$ cat src/rtl/mealy_frame_collector_if.sv
// Bit-stream / word-handshake bundle between the serial decoder side,
// the word consumer and the frame collector.
interface mealy_frame_collector_if #(
    parameter int unsigned WIDTH = 8
);
    logic             BitR;
    logic             BitY;
    logic             Clr;
    logic             Ready;
    logic [WIDTH-1:0] Data;
    logic             Valid;
    logic             Busy;
    logic [4:0]       Count;
    logic             Overrun;
    logic             TimeoutP;

    // Decoder/consumer side: drives strobes, abort and acceptance.
    modport master (
        output BitR, BitY, Clr, Ready,
        input  Data, Valid, Busy, Count, Overrun, TimeoutP
    );

    // Collector side.
    modport slave (
        input  BitR, BitY, Clr, Ready,
        output Data, Valid, Busy, Count, Overrun, TimeoutP
    );
endinterface

$ cat src/rtl/mealy_frame_collector.sv
// Frame collector behind the serial strobe/data decoder: assembles WIDTH
// strobed bits into a word, offers it with Valid/Ready, drops stalled frames
// on inter-bit timeout and flags strobes lost while a word is held.
module mealy_frame_collector #(
    parameter int unsigned WIDTH     = 8,
    parameter int unsigned TIMEOUT   = 255,
    parameter bit          MSB_FIRST = 1'b1
) (
    input logic                     C,
    input logic                     aR,
    mealy_frame_collector_if.slave  bus
);

    typedef enum logic [1:0] {
        IDLE    = 2'd0,
        COLLECT = 2'd1,
        HOLD    = 2'd2
    } state_t;

    localparam logic [16:0] TO_LIM   = 17'(TIMEOUT);
    localparam logic [4:0]  LAST_CNT = 5'(WIDTH - 1);

    state_t           state, state_n;
    logic [WIDTH-1:0] shreg, shreg_n;
    logic [WIDTH-1:0] data_q, data_n;
    logic             valid_q, valid_n;
    logic             busy_q, busy_n;
    logic             ovr_q, ovr_n;
    logic             to_q, to_n;
    logic [4:0]       count_q, count_n;
    logic [15:0]      timer_q, timer_n;

    logic [16:0]      timer_inc;
    logic [WIDTH-1:0] shifted;
    logic [WIDTH-1:0] fresh;

    // Insert one received bit according to the configured bit order.
    function automatic logic [WIDTH-1:0] shift_in(input logic [WIDTH-1:0] cur,
                                                  input logic b);
        if (MSB_FIRST)
            return {cur[WIDTH-2:0], b};
        else
            return {b, cur[WIDTH-1:1]};
    endfunction

    assign timer_inc = {1'b0, timer_q} + 17'd1;
    assign shifted   = shift_in(shreg, bus.BitY);
    assign fresh     = shift_in('0, bus.BitY);

    // State register.
    always_ff @(posedge C or posedge aR) begin
        if (aR)
            state <= IDLE;
        else
            state <= state_n;
    end

    // Next-state and next-register values; Clr outranks timeout, which outranks strobes.
    always_comb begin
        state_n = state;
        shreg_n = shreg;
        data_n  = data_q;
        valid_n = valid_q;
        count_n = count_q;
        ovr_n   = ovr_q;
        to_n    = 1'b0;
        timer_n = timer_q;

        if (bus.Clr) begin
            state_n = IDLE;
            shreg_n = '0;
            valid_n = 1'b0;
            count_n = '0;
            ovr_n   = 1'b0;
            timer_n = '0;
        end else begin
            unique case (state)
                IDLE: begin
                    if (bus.BitR) begin
                        shreg_n = fresh;
                        count_n = 5'd1;
                        timer_n = '0;
                        state_n = COLLECT;
                    end
                end
                COLLECT: begin
                    if (!bus.BitR) begin
                        if (timer_inc == TO_LIM) begin
                            state_n = IDLE;
                            to_n    = 1'b1;
                            count_n = '0;
                            shreg_n = '0;
                            timer_n = '0;
                        end else begin
                            timer_n = timer_inc[15:0];
                        end
                    end else begin
                        timer_n = '0;
                        if (count_q == LAST_CNT) begin
                            data_n  = shifted;
                            valid_n = 1'b1;
                            count_n = '0;
                            shreg_n = '0;
                            state_n = HOLD;
                        end else begin
                            shreg_n = shifted;
                            count_n = count_q + 5'd1;
                        end
                    end
                end
                HOLD: begin
                    if (bus.Ready) begin
                        valid_n = 1'b0;
                        if (bus.BitR) begin
                            // Strobe coinciding with acceptance opens the next frame.
                            shreg_n = fresh;
                            count_n = 5'd1;
                            timer_n = '0;
                            state_n = COLLECT;
                        end else begin
                            state_n = IDLE;
                        end
                    end else if (bus.BitR) begin
                        ovr_n = 1'b1;
                    end
                end
                default: begin
                    state_n = IDLE;
                end
            endcase
        end

        busy_n = (state_n == COLLECT);
    end

    // Datapath and output registers.
    always_ff @(posedge C or posedge aR) begin
        if (aR) begin
            shreg   <= '0;
            data_q  <= '0;
            valid_q <= 1'b0;
            busy_q  <= 1'b0;
            ovr_q   <= 1'b0;
            to_q    <= 1'b0;
            count_q <= '0;
            timer_q <= '0;
        end else begin
            shreg   <= shreg_n;
            data_q  <= data_n;
            valid_q <= valid_n;
            busy_q  <= busy_n;
            ovr_q   <= ovr_n;
            to_q    <= to_n;
            count_q <= count_n;
            timer_q <= timer_n;
        end
    end

    assign bus.Data     = data_q;
    assign bus.Valid    = valid_q;
    assign bus.Busy     = busy_q;
    assign bus.Count    = count_q;
    assign bus.Overrun  = ovr_q;
    assign bus.TimeoutP = to_q;

endmodule
$ cat src/flat_wrapper.sv
// flat-port wrapper written by rule: the top's interface ports become plain ports
module mealy_frame_collector_flat 
#(
    parameter int unsigned WIDTH     = 8,
    parameter int unsigned TIMEOUT   = 255,
    parameter bit          MSB_FIRST = 1'b1
)
  (C, aR, bus_BitR, bus_BitY, bus_Clr, bus_Ready, bus_Data, bus_Valid, bus_Busy, bus_Count, bus_Overrun, bus_TimeoutP);
  mealy_frame_collector_if #(.WIDTH(WIDTH)) bus_i ();
  input logic C;
  input logic aR;
  input wire logic [$bits(bus_i.BitR)-1:0] bus_BitR;
  input wire logic [$bits(bus_i.BitY)-1:0] bus_BitY;
  input wire logic [$bits(bus_i.Clr)-1:0] bus_Clr;
  input wire logic [$bits(bus_i.Ready)-1:0] bus_Ready;
  output wire logic [$bits(bus_i.Data)-1:0] bus_Data;
  output wire logic [$bits(bus_i.Valid)-1:0] bus_Valid;
  output wire logic [$bits(bus_i.Busy)-1:0] bus_Busy;
  output wire logic [$bits(bus_i.Count)-1:0] bus_Count;
  output wire logic [$bits(bus_i.Overrun)-1:0] bus_Overrun;
  output wire logic [$bits(bus_i.TimeoutP)-1:0] bus_TimeoutP;
  assign bus_i.BitR = bus_BitR;
  assign bus_i.BitY = bus_BitY;
  assign bus_i.Clr = bus_Clr;
  assign bus_i.Ready = bus_Ready;
  assign bus_Data = bus_i.Data;
  assign bus_Valid = bus_i.Valid;
  assign bus_Busy = bus_i.Busy;
  assign bus_Count = bus_i.Count;
  assign bus_Overrun = bus_i.Overrun;
  assign bus_TimeoutP = bus_i.TimeoutP;
  mealy_frame_collector #(.WIDTH(WIDTH), .TIMEOUT(TIMEOUT), .MSB_FIRST(MSB_FIRST)) u_core (.C(C), .aR(aR), .bus(bus_i));
endmodule
$ cat config.mk
export PLATFORM = sky130hd
export DESIGN_NAME = mealy_frame_collector_flat
export DESIGN_NICKNAME = d
export VERILOG_FILES = /design/src/rtl/mealy_frame_collector_if.sv /design/src/rtl/mealy_frame_collector.sv /design/src/flat_wrapper.sv
export SDC_FILE = /design/constraint.sdc
export NUM_CORES = 1
export LEC_CHECK = 0
export ABC_AREA = 1
export CELL_PAD_IN_SITES_DETAIL_PLACEMENT = 1
export CELL_PAD_IN_SITES_GLOBAL_PLACEMENT = 1
export CORE_ASPECT_RATIO = 1.75
export CORE_UTILIZATION = 44
export CTS_BUF_LIST = sky130_fd_sc_hd__clkbuf_2 sky130_fd_sc_hd__clkbuf_4 sky130_fd_sc_hd__clkbuf_8
export DETAILED_ROUTE_END_ITERATION = 8
export PLACE_DENSITY_LB_ADDON = 0.1
export RECOVER_POWER = 25
export SYNTH_ARGS = -nofsm -noshare
export SYNTH_HDL_FRONTEND = slang
export SYNTH_SLANG_ARGS = --single-unit
export TNS_END_PERCENT = 50
$ cat constraint.sdc
create_clock -name C -period 2.5 [get_ports C]
set_clock_uncertainty 0.05 [all_clocks]
set_input_delay 0.375 -clock C [delete_from_list [all_inputs] [get_ports C]]
set_output_delay 0.375 -clock C [all_outputs]
set_load 0.03 [all_outputs]
==> impl_metrics.tcl <==
set metrics [dict create \
    status "completed" \
    antenna_left 0 \
    cp_cell_sequence "ha_1 -> nand2_1 -> nor2_4 -> nand3_1 -> nand2_1 -> nand2_1 -> inv_1 -> nand2_1 -> nor2_2 -> nand2_2 -> nand2_4 -> nand2_2 -> nand2_1 -> nand2_1" \
    cts_tree "yes" \
    dr.pass1.iters 4 \
    synth_sequential_area_ratio_pct 45.70 \
    num_rows 34 \
    syn_inst 293 \
    most-common-layout-cells "86 x nand2_1, 42 x dfrtp_1, 34 x inv_1" \
    overflow 0 \
    die-height_um 97.64 \
    post-route-period-util_pct 90.42 \
    portBuffers 22 \
    nNetsFinal 337 \
    ys_async_sr_fraction_pct 100.0 \
    rsz0062_at_grt "no" \
    cp_slowest_cell "dfrtp_1" \
    setup_viol 0 \
    track_usage_pct 25.29 \
    holdCritStartpoint "u_core.shreg[6]$_DFFE_PP0P_" \
    grt_pass1_wl_um 10740 \
    endpoint_kind "register" \
    clock_latency_ps 290 \
    vias 2129 \
    multi_input_area_sq_um 1090 \
    finalHoldViolations 0 \
    hp-class "reg2reg" \
    synth_seq_cells 42 \
    worst_pin_slew_ps 1057 \
    drt_iter0_markers 54 \
    r2r_slack_ps 240 \
    finalWirelength_um 6379 \
    core_area_sq_um 4977 \
    path_clk_slew_ps 70 \
    dp_hpwl_um 4878 \
    fin_crit_ps 2261 \
    clk_path_buf_depth 2 \
    start_util_pct 46.20 \
    post_cts_buffers 0 \
    max_stage_delay_ps 410 \
    synthFlopType "dfrtp_1" \
    gp_congestion 0.8359 \
    cts-buffers-inserted 5 \
    final_common_cell "nand2_1" \
    powerDensity_nw_per_um2 460.3 \
    ctsHtreeMaxLevel 2 \
    min_to "u_core.shreg[6]$_DFFE_PP0P_" \
    grt_start_max_net_pins 43 \
    synth_nets 302 \
    crit_fanout 12 \
    placed_cell_area_sq_um 2640 \
    holdPathStages 2 \
    io_pins 23 \
    chipWidth_um 56.65 \
    wire_per_inst_um 16.74 \
    cp_common_cell "nand2_1" \
    p_leak_uw 0.001260 \
    root_buffer "clkbuf_8" \
    tns_ps 0 \
    maxCapViolCount 0 \
    crit_arrival_ps 2390 \
    ys_types 29 \
    syn_area_per_cell_sq_um 7.849 \
    final_area_sq_um 2723 \
    clock.fmax_mhz 442.4 \
    synthesis.area_sq_um 2300 \
    vdd_drop_max_v 0.0003652 \
    worstReg2RegStart "u_core.timer_q[1]$_DFFE_PP0P_" \
    finalMaxSlewViolations 0 \
    critPathLaunchType "register" \
    n_fill_cell 610 \
    critical_path_class "reg2reg" \
    vias_per_cell 5.588 \
    relSlewSlack_pct 29.52 \
    synth_edf_count 0 \
    grt_pass1_vias 2368 \
    diodes 0 \
    clock_sinks 42 \
    ys_warn_count 0 \
    antenna_found_initial 0 \
    drive_above_1_share_pct 12.54 \
    regArea_sq_um 1051 \
    ff2ff_path_depth 14 \
    rr_endpoint "u_core.shreg[3]$_DFFE_PP0P_" \
    drc 0 \
    die_area_sq_um 5531 \
    area_delta_synth_final_pct 18.39 \
    postCtsHoldBufs 0 \
    required_ps 2630 \
]
## layer usage
metal	track usage (%)	wire, um
met5	0	0
met4	10.51	212
met3	3.462	130
met2	50.50	3744
met1	24.33	2292
## layout make-up
class                   instances  area share, %
clock buffers                   6          3.033
multi-input cells             211          40.03
well taps                      54          2.482
flip-flops and latches         42          38.60
inverters                      35          4.825
repair buffers                 33          11.03
## stage by stage
step	power [uW]	hold slack [ps]	cells	util (%)	worst slack (ps)
global placement	821.8	423.2	375	53.04	295.6
floorplan	773.1	388.0	293	-	421.2
detailed placement	824.4	430.9	375	53.04	215.1
CTS	1268	448.1	381	54.70	211.1
finish	1253	442.0	381	54.70	239.5
global route	1301	460.4	381	54.70	27.31
## cell usage after synthesis, types with 4 or more instances
cell type  count  area, sq um
nand3_1       31        155.2
nor3_1         5        25.02
inv_1         35        131.4
nor2_1        19        71.32
nand2_2        4        25.02
o22ai_1       10        62.56
nand2_1       86        322.8
dfrtp_1       42         1051
nand4_1       11        68.82
nor2_2         4        25.02
o21ai_0        9        45.04
mux2_2         7        78.83
## kinds of logic (layout without fill, tap and decap cells)
logic type | count (synthesis) | in the layout | share of synthesized area, %
AO/OA/AOI/OAI | 28 | 28 | 7.127
XOR/XNOR | 2 | 2 | 0.7618
adder cells (fa/ha/maj) | 3 | 3 | 1.632
buffers and inverters | 40 | 74 | 7.019
flip-flops | 42 | 42 | 45.70
multiplexers | 7 | 7 | 3.428
AND/OR/NAND/NOR | 171 | 171 | 34.33
## timing repair
item,in CTS,in global routing
resized for setup,0,1
endpoints found under the hold margin,0,0
endpoints found under the setup margin,0,10
## power by group
group	total (uW)	switching [uW]	internal (uW)
combinational	114	76.8	37.2
clock	445	231	213
sequential	694	6.79	687
## worst max-delay path, delay by kind of cell, from the launching register on
family / cells / cell delay, ps
buf+inv: 1 / 60
fa+ha+maj: 1 / 240
flops: 1 / 410
simple gates: 12 / 1400
## how the worst max path moves through the flow
stage / slack (ps) / endpoint / cells after the start / start
after floorplan: 420 / u_core.bus.Data[1]$_DFFE_PP0P_ / 5 / u_core.bus.Count[0]$_DFFE_PP0P_
after CTS: 210 / u_core.shreg[3]$_DFFE_PP0P_ / 14 / u_core.timer_q[1]$_DFFE_PP0P_
final: 240 / u_core.shreg[3]$_DFFE_PP0P_ / 14 / u_core.timer_q[1]$_DFFE_PP0P_
after global routing: 30 / u_core.shreg[0]$_DFFE_PP0P_ / 14 / u_core.timer_q[1]$_DFFE_PP0P_
after detailed placement: 220 / u_core.shreg[3]$_DFFE_PP0P_ / 14 / u_core.timer_q[1]$_DFFE_PP0P_
after global placement: 300 / u_core.shreg[6]$_DFFE_PP0P_ / 14 / u_core.timer_q[1]$_DFFE_PP0P_
## sequential cells by signal, summed over array words and instances (netlist names)
signal,flops
u_core.bus.Busy,1
u_core.bus.Count,5
u_core.bus.Data,8
u_core.bus.Overrun,1
u_core.bus.TimeoutP,1
u_core.bus.Valid,1
u_core.shreg,7
u_core.state,2
u_core.timer_q,16
No activity file was read; power rests on OpenSTA's default activity.
